<file path="config.mk">
export PLATFORM = sky130hd
export DESIGN_NAME = uart_cmd_parser
export DESIGN_NICKNAME = d
export VERILOG_FILES = /design/src/rtl/uart_cmd_parser.sv
export SDC_FILE = /design/constraint.sdc
export NUM_CORES = 1
export LEC_CHECK = 0
export CAP_MARGIN = 40
export CORE_ASPECT_RATIO = 0.8
export CORE_MARGIN = 1.5
export CORE_UTILIZATION = 50
export CTS_CLUSTER_SIZE = 8
export DETAILED_ROUTE_END_ITERATION = 6
export HOLD_SLACK_MARGIN = 0.06
export PLACE_DENSITY = 0.78
export SYNTH_ARGS = -nofsm -noshare
export SYNTH_HDL_FRONTEND = slang
export SYNTH_SLANG_ARGS = --single-unit
export TNS_END_PERCENT = 30
</file>
<file path="constraint.sdc">
create_clock -name clk -period 6.1 [get_ports clk]
set_clock_uncertainty 0.1 [all_clocks]
set_input_delay 1.22 -clock clk [delete_from_list [all_inputs] [get_ports clk]]
set_output_delay 1.22 -clock clk [all_outputs]
set_load 0.02 [all_outputs]
</file>
<file path="src/rtl/uart_cmd_parser.sv">
// ASCII set-time / set-date frame parser ("Thhmmss\r" / "Dddmmyy\r") sitting behind a UART receiver.
// Range-checks the fields and issues one-cycle load strobes, or cmd_err for bad, out-of-range or stalled frames.
module uart_cmd_parser #(
  parameter int CLOCK_FREQ = 100000000,
  parameter int TIMEOUT_MS = 100
) (
  input  logic       clk,
  input  logic       reset,
  input  logic [7:0] rx_data,
  input  logic       rx_ready,
  output logic       busy,
  output logic       set_time,
  output logic       set_date,
  output logic       cmd_err,
  output logic [4:0] hour,
  output logic [5:0] minute,
  output logic [5:0] second,
  output logic [4:0] day,
  output logic [3:0] month,
  output logic [6:0] year
);

  localparam logic [31:0] TIMEOUT_CYCLES = 32'(CLOCK_FREQ / 1000 * TIMEOUT_MS);
  localparam logic [31:0] TIMEOUT_LAST   = TIMEOUT_CYCLES - 32'd1;

  localparam logic [2:0] S_IDLE    = 3'd0;
  localparam logic [2:0] S_DIGITS  = 3'd1;
  localparam logic [2:0] S_WAIT_CR = 3'd2;
  localparam logic [2:0] S_CHECK   = 3'd3;
  localparam logic [2:0] S_ISSUE   = 3'd4;
  localparam logic [2:0] S_ERR     = 3'd5;

  logic [2:0]  state_q, state_d;
  logic [2:0]  idx_q, idx_d;
  logic        is_date_q, is_date_d;
  logic [3:0]  dig_q [6];
  logic [3:0]  dig_d [6];
  logic [31:0] cnt_q, cnt_d;
  logic        rx_ready_q;
  logic        set_time_q, set_time_d;
  logic        set_date_q, set_date_d;
  logic        cmd_err_q, cmd_err_d;
  logic [4:0]  hour_q, hour_d;
  logic [5:0]  minute_q, minute_d;
  logic [5:0]  second_q, second_d;
  logic [4:0]  day_q, day_d;
  logic [3:0]  month_q, month_d;
  logic [6:0]  year_q, year_d;

  logic        stb;
  logic        is_cmd, is_date_byte, is_digit, is_cr;
  logic [6:0]  fld [3];
  logic [4:0]  maxday;
  logic        time_ok, date_ok;

  assign stb          = rx_ready & ~rx_ready_q;
  assign is_date_byte = (rx_data == 8'h44) || (rx_data == 8'h64);
  assign is_cmd       = is_date_byte || (rx_data == 8'h54) || (rx_data == 8'h74);
  assign is_digit     = (rx_data >= 8'h30) && (rx_data <= 8'h39);
  assign is_cr        = (rx_data == 8'h0D);

  // Field gi is the binary value of BCD digit pair (2*gi, 2*gi+1), tens first.
  for (genvar gi = 0; gi < 3; gi++) begin : g_fld
    assign fld[gi] = {3'b000, dig_q[2*gi]} * 7'd10 + {3'b000, dig_q[2*gi+1]};
  end

  // Binary year: yy%4 == 0 is just the two low bits being zero.
  always_comb begin
    maxday = 5'd31;
    case (fld[1])
      7'd4, 7'd6, 7'd9, 7'd11: maxday = 5'd30;
      7'd2:                    maxday = (fld[2][1:0] == 2'b00) ? 5'd29 : 5'd28;
      default:                 maxday = 5'd31;
    endcase
  end

  assign time_ok = (fld[0] <= 7'd23) && (fld[1] <= 7'd59) && (fld[2] <= 7'd59);
  assign date_ok = (fld[1] >= 7'd1) && (fld[1] <= 7'd12) &&
                   (fld[0] >= 7'd1) && (fld[0] <= {2'b00, maxday});

  always_comb begin
    state_d    = state_q;
    idx_d      = idx_q;
    is_date_d  = is_date_q;
    dig_d      = dig_q;
    set_time_d = 1'b0;
    set_date_d = 1'b0;
    cmd_err_d  = 1'b0;
    hour_d     = hour_q;
    minute_d   = minute_q;
    second_d   = second_q;
    day_d      = day_q;
    month_d    = month_q;
    year_d     = year_q;

    case (state_q)
      S_IDLE: begin
        if (stb && is_cmd) begin
          is_date_d = is_date_byte;
          idx_d     = 3'd0;
          state_d   = S_DIGITS;
        end
      end
      S_DIGITS: begin
        if (stb) begin
          if (is_digit) begin
            dig_d[idx_q] = rx_data[3:0];
            idx_d        = idx_q + 3'd1;
            if (idx_q == 3'd5) state_d = S_WAIT_CR;
          end else begin
            state_d = S_ERR;
          end
        end else if (cnt_q == TIMEOUT_LAST) begin
          state_d = S_ERR;
        end
      end
      S_WAIT_CR: begin
        if (stb) begin
          state_d = is_cr ? S_CHECK : S_ERR;
        end else if (cnt_q == TIMEOUT_LAST) begin
          state_d = S_ERR;
        end
      end
      S_CHECK: begin
        state_d = (is_date_q ? date_ok : time_ok) ? S_ISSUE : S_ERR;
      end
      S_ISSUE: begin
        if (is_date_q) begin
          day_d      = fld[0][4:0];
          month_d    = fld[1][3:0];
          year_d     = fld[2];
          set_date_d = 1'b1;
        end else begin
          hour_d     = fld[0][4:0];
          minute_d   = fld[1][5:0];
          second_d   = fld[2][5:0];
          set_time_d = 1'b1;
        end
        state_d = S_IDLE;
      end
      S_ERR: begin
        cmd_err_d = 1'b1;
        state_d   = S_IDLE;
      end
      default: state_d = S_IDLE;
    endcase

    // Inter-byte gap counter only runs while a frame is waiting on the receiver.
    if (!stb && ((state_q == S_DIGITS) || (state_q == S_WAIT_CR))) begin
      cnt_d = cnt_q + 32'd1;
    end else begin
      cnt_d = 32'd0;
    end
  end

  always_ff @(posedge clk or posedge reset) begin
    if (reset) begin
      state_q    <= S_IDLE;
      idx_q      <= 3'd0;
      is_date_q  <= 1'b0;
      cnt_q      <= 32'd0;
      rx_ready_q <= 1'b0;
      set_time_q <= 1'b0;
      set_date_q <= 1'b0;
      cmd_err_q  <= 1'b0;
      hour_q     <= 5'd0;
      minute_q   <= 6'd0;
      second_q   <= 6'd0;
      day_q      <= 5'd1;
      month_q    <= 4'd1;
      year_q     <= 7'd0;
      for (int i = 0; i < 6; i++) dig_q[i] <= 4'd0;
    end else begin
      state_q    <= state_d;
      idx_q      <= idx_d;
      is_date_q  <= is_date_d;
      cnt_q      <= cnt_d;
      rx_ready_q <= rx_ready;
      set_time_q <= set_time_d;
      set_date_q <= set_date_d;
      cmd_err_q  <= cmd_err_d;
      hour_q     <= hour_d;
      minute_q   <= minute_d;
      second_q   <= second_d;
      day_q      <= day_d;
      month_q    <= month_d;
      year_q     <= year_d;
      for (int i = 0; i < 6; i++) dig_q[i] <= dig_d[i];
    end
  end

  assign busy     = (state_q != S_IDLE);
  assign set_time = set_time_q;
  assign set_date = set_date_q;
  assign cmd_err  = cmd_err_q;
  assign hour     = hour_q;
  assign minute   = minute_q;
  assign second   = second_q;
  assign day      = day_q;
  assign month    = month_q;
  assign year     = year_q;

endmodule

</file>
==> run summary <==
* **Setup TNS Final** 0 ns
* **Hold/Removal Path Class** flop to flop
* **pin count of the biggest net entering global routing** 56
* **DPL Wire Length** 8170 um
* **Std-Cell Rows** 33
* **leftover overflow at the end of global routing** 0
* **number of global-route vias before repair** 3,894
* **floorplan die height** 94.9 um
* **H-Tree Depth** 3
* **ratio of cells with drive above 1 in the final layout** 10.0%
* **Ys Warns** 0
* **average cell area after synthesis** 10.1 sq um
* **post-route ant nets** 0
* **most used flip-flop cell after synthesis** dfrtp_1
* **Compound-Gate Fraction of Synth Area** 7.46%
* **deepest clock path buffer count** 2
* **Total Die Area** 11,200 sq um
* **actual slew at the worst max-slew pin** 0.893 ns
* **most used cell, CP** ha_1
* **Post-CTS Setup Bufs** 0
* **total detailed-routing wirelength** 11,500 um
* **Critical Path Fanout Max** 4
* **setup repair after global routing missed its margin** no
* **Final Hold Fails** 0
* **Worst R2R Path Depth** 14
* **all-layer global routing usage** 21.4%
* **area fraction of the dominant cell type after synthesis** 46.4%
* **Layout area overhead** 16.9%
* **critical path class** flop to flop
* **initial core utilization** 51.4%
* **total leakage power** 2.79 nW
* **syn_nets** 563
* **max cap viols** 0
* **TritonCTS clock tree** done
* **average detailed-routed wire length per instance** 16.2 um
* **timing startpoint of the critical path** dig_q[13]
* **post-synthesis register bit count** 100
* **endpoint class of the critical path** flop
* **fraction of the mapped netlist area in simple logic gates** 21.8%
* **synth unique cells** 59
* **fraction of the core area covered by cells at the end of the flow** 60.1%
* **DRC errors left** 0
* **Cell Area, Synth** 5280 sq um
* **fraction of the cycle the final worst path needs** 59.0%
* **cell at the root of the clock tree** clkbuf_16
* **power per standard cell area** 214 nW/um^2
* **number of gates resized after CTS** 0
* **number of violations reported at the end of detailed-routing iteration 0** 338
* **largest incremental delay on the critical path** 0.43 ns
* **most frequent standard cell in the layout excluding fill and tap cells** dfrtp_1
* **largest family of logic cells by synthesized area** simple AND/OR/NAND/NOR gates
* **Synth area leader** dfrtp_1
* **number of buffers created by CTS** 9
* **initial antenna violation count** 0
* **Top-Level Pins** 48
* **count of final max-slew check failures** 0
* **Filler Cell Count** 828
* **Post-synth EDFFs** 0
* **final setup violation count** 0
* **post-synthesis mux area share** 5.71%
* **min cycle time layout** 3.60 ns
* **count of clock tree sinks** 100
* **first-pass GRT wire length** 19,100 um
* **Worst-Skew Late Latency** 0.34 ns
* **post-layout total power** 1.32 mW
* **startpoint kind of the worst setup timing path** flop
* **CP Capture Point** state_q[0]
* **Critical Path Slowest Stage Cell** dfrtp_1
* **CORE AREA** 10,300 sq um
* **total of buffers placed on input and output ports** 47
* **global placement routability congestion** 0.862
* **NumNets Final** 604
* **run status** complete, no violations
* **first drt pass iteration count** 5
* **fraction of synthesis flops using an asynchronous set or reset pin** 100%
* **detailed-route via count** 3,980
* **critical path required time** 6.22 ns
* **final worst slack** 2.50 ns
* **xor and xnor fraction of the mapped netlist area** 6.80%
* **startpoint of the lowest-slack register-to-register path** dig_q[13]
* **worst rel slew slack** 40.5%
* **Synth Area in Adders** 7.96%
* **clock transition at the registers of the reported paths** 0.07 ns
* **DIE WIDTH** 118 um
* **Peak VDD IR** 0.000145 V
* **post-synthesis sequential area ratio** 47.4%
* **arrival time of the worst setup path** 3.72 ns
* **number of vias per cell after detailed routing** 5.62
* **highest-count cells in the layout ignoring fill and taps** 98 x dfrtp_1, 91 x nand2_1, 49 x nor2_1
* **hold buffer count at cts** 0
* **count of antenna diodes in the layout** 0
* **top post-synthesis cells by area** dfrtp_1 46%, nand2_1 6.5%, ha_1 5.7%, mux2_2 5.3%, nor2_1 3.5%
* **post-synthesis instance total** 522
* **max frequency** 0.278 GHz
* **end of the worst register-to-register path** state_q[0]
* **post-place setup slack** 2.21 ns
* **CP Cell Sequence** ha_1 > ha_1 > inv_1 > fa_1 > a32oi_1 > a21oi_1 > and2_1 > and4b_1 > ha_1 > nor2b_1 > o211ai_1 > o21ai_0 > a2111oi_0 > nor3_1
* **worst setup slack for register-to-register paths** 2.50 ns
worst min path at each step:
stage          endpoint  cells past startpoint     start  slack, ns
2_1_floorplan  cnt_q[0]                      1  cnt_q[0]       0.32
5_1_grt        cnt_q[0]                      1  cnt_q[0]       0.38
3_5_place_dp   cnt_q[0]                      1  cnt_q[0]       0.34
3_3_place_gp   cnt_q[0]                      1  cnt_q[0]       0.34
4_1_cts        cnt_q[0]                      1  cnt_q[0]       0.35
6_report       cnt_q[0]                      1  cnt_q[0]       0.35
stage by stage:
step                hold WS (ns)  cells  area, sq um
floorplan                  0.324    522         5280
global placement           0.337    691         5850
detailed placement         0.344    692         5870
CTS                        0.354    708         6180
global route               0.382    708         6180
finish                     0.351    708         6180
critical path: cells and delay by family (launching register included):
kind | cells | cell delay (ns)
buffers and inverters | 1 | 0.07
adders and majority gates | 4 | 1.20
AOI/OAI and AO/OA | 5 | 1.07
and+or+nand+nor | 4 | 0.60
DFF | 1 | 0.43
final cells by class:
type | count | area, sq um | share of cell area, %
well taps | 140 | 175 | 2.84
clock buffers | 9 | 225 | 3.65
clock inverters | 7 | 76.3 | 1.24
multi-input cells | 387 | 2630 | 42.5
repair buffers | 49 | 505 | 8.18
inverters | 16 | 62.6 | 1.01
flip-flops and latches | 100 | 2500 | 40.6
cells by family after synthesis:
group                      Yosys count
adders and majority gates           30
AOI/OAI and AO/OA                   61
and+or+nand+nor                    228
buffers and inverters               35
xor gates and xnor gates            41
muxes                               27
DFF                                100
report_power, final:
part           internal, mW  switching, mW  total [mW]
sequential            0.667        0.00653       0.674
clock                 0.293          0.277       0.569
combinational        0.0267         0.0507      0.0774
cell usage after synthesis (4+ instances only):
library cell,n
inv_1,14
clkbuf_1,11
xor2_1,20
o21ai_0,25
ha_1,24
nor2_1,49
dfrtp_1,98
nor2b_1,4
o211ai_1,4
and3_1,10
mux2_2,25
nand3_1,17
or3_1,6
nand4_1,11
nor3_1,8
buf_2,4
nor4_1,5
a21oi_1,9
fa_1,6
xnor2_1,21
and2_1,5
nand2_1,91
metal layers:
metal	wire length, um	vias up	global-route usage (%)
met5	0	-	0
met2	5280	124	33.8
met3	529	12	3.99
met4	140	0	6.10
li1	-	1886	-
met1	5530	1958	30.6
flip-flops by register name (all words and copies together), names as in the netlist, 3 cells and up:
register and count:
day 5, cnt_q 32, state_q 3, hour 5, month 4, minute 6
idx_q 3, year 7, second 6, dig_q 24
No activity file was read; power rests on OpenSTA's default activity.
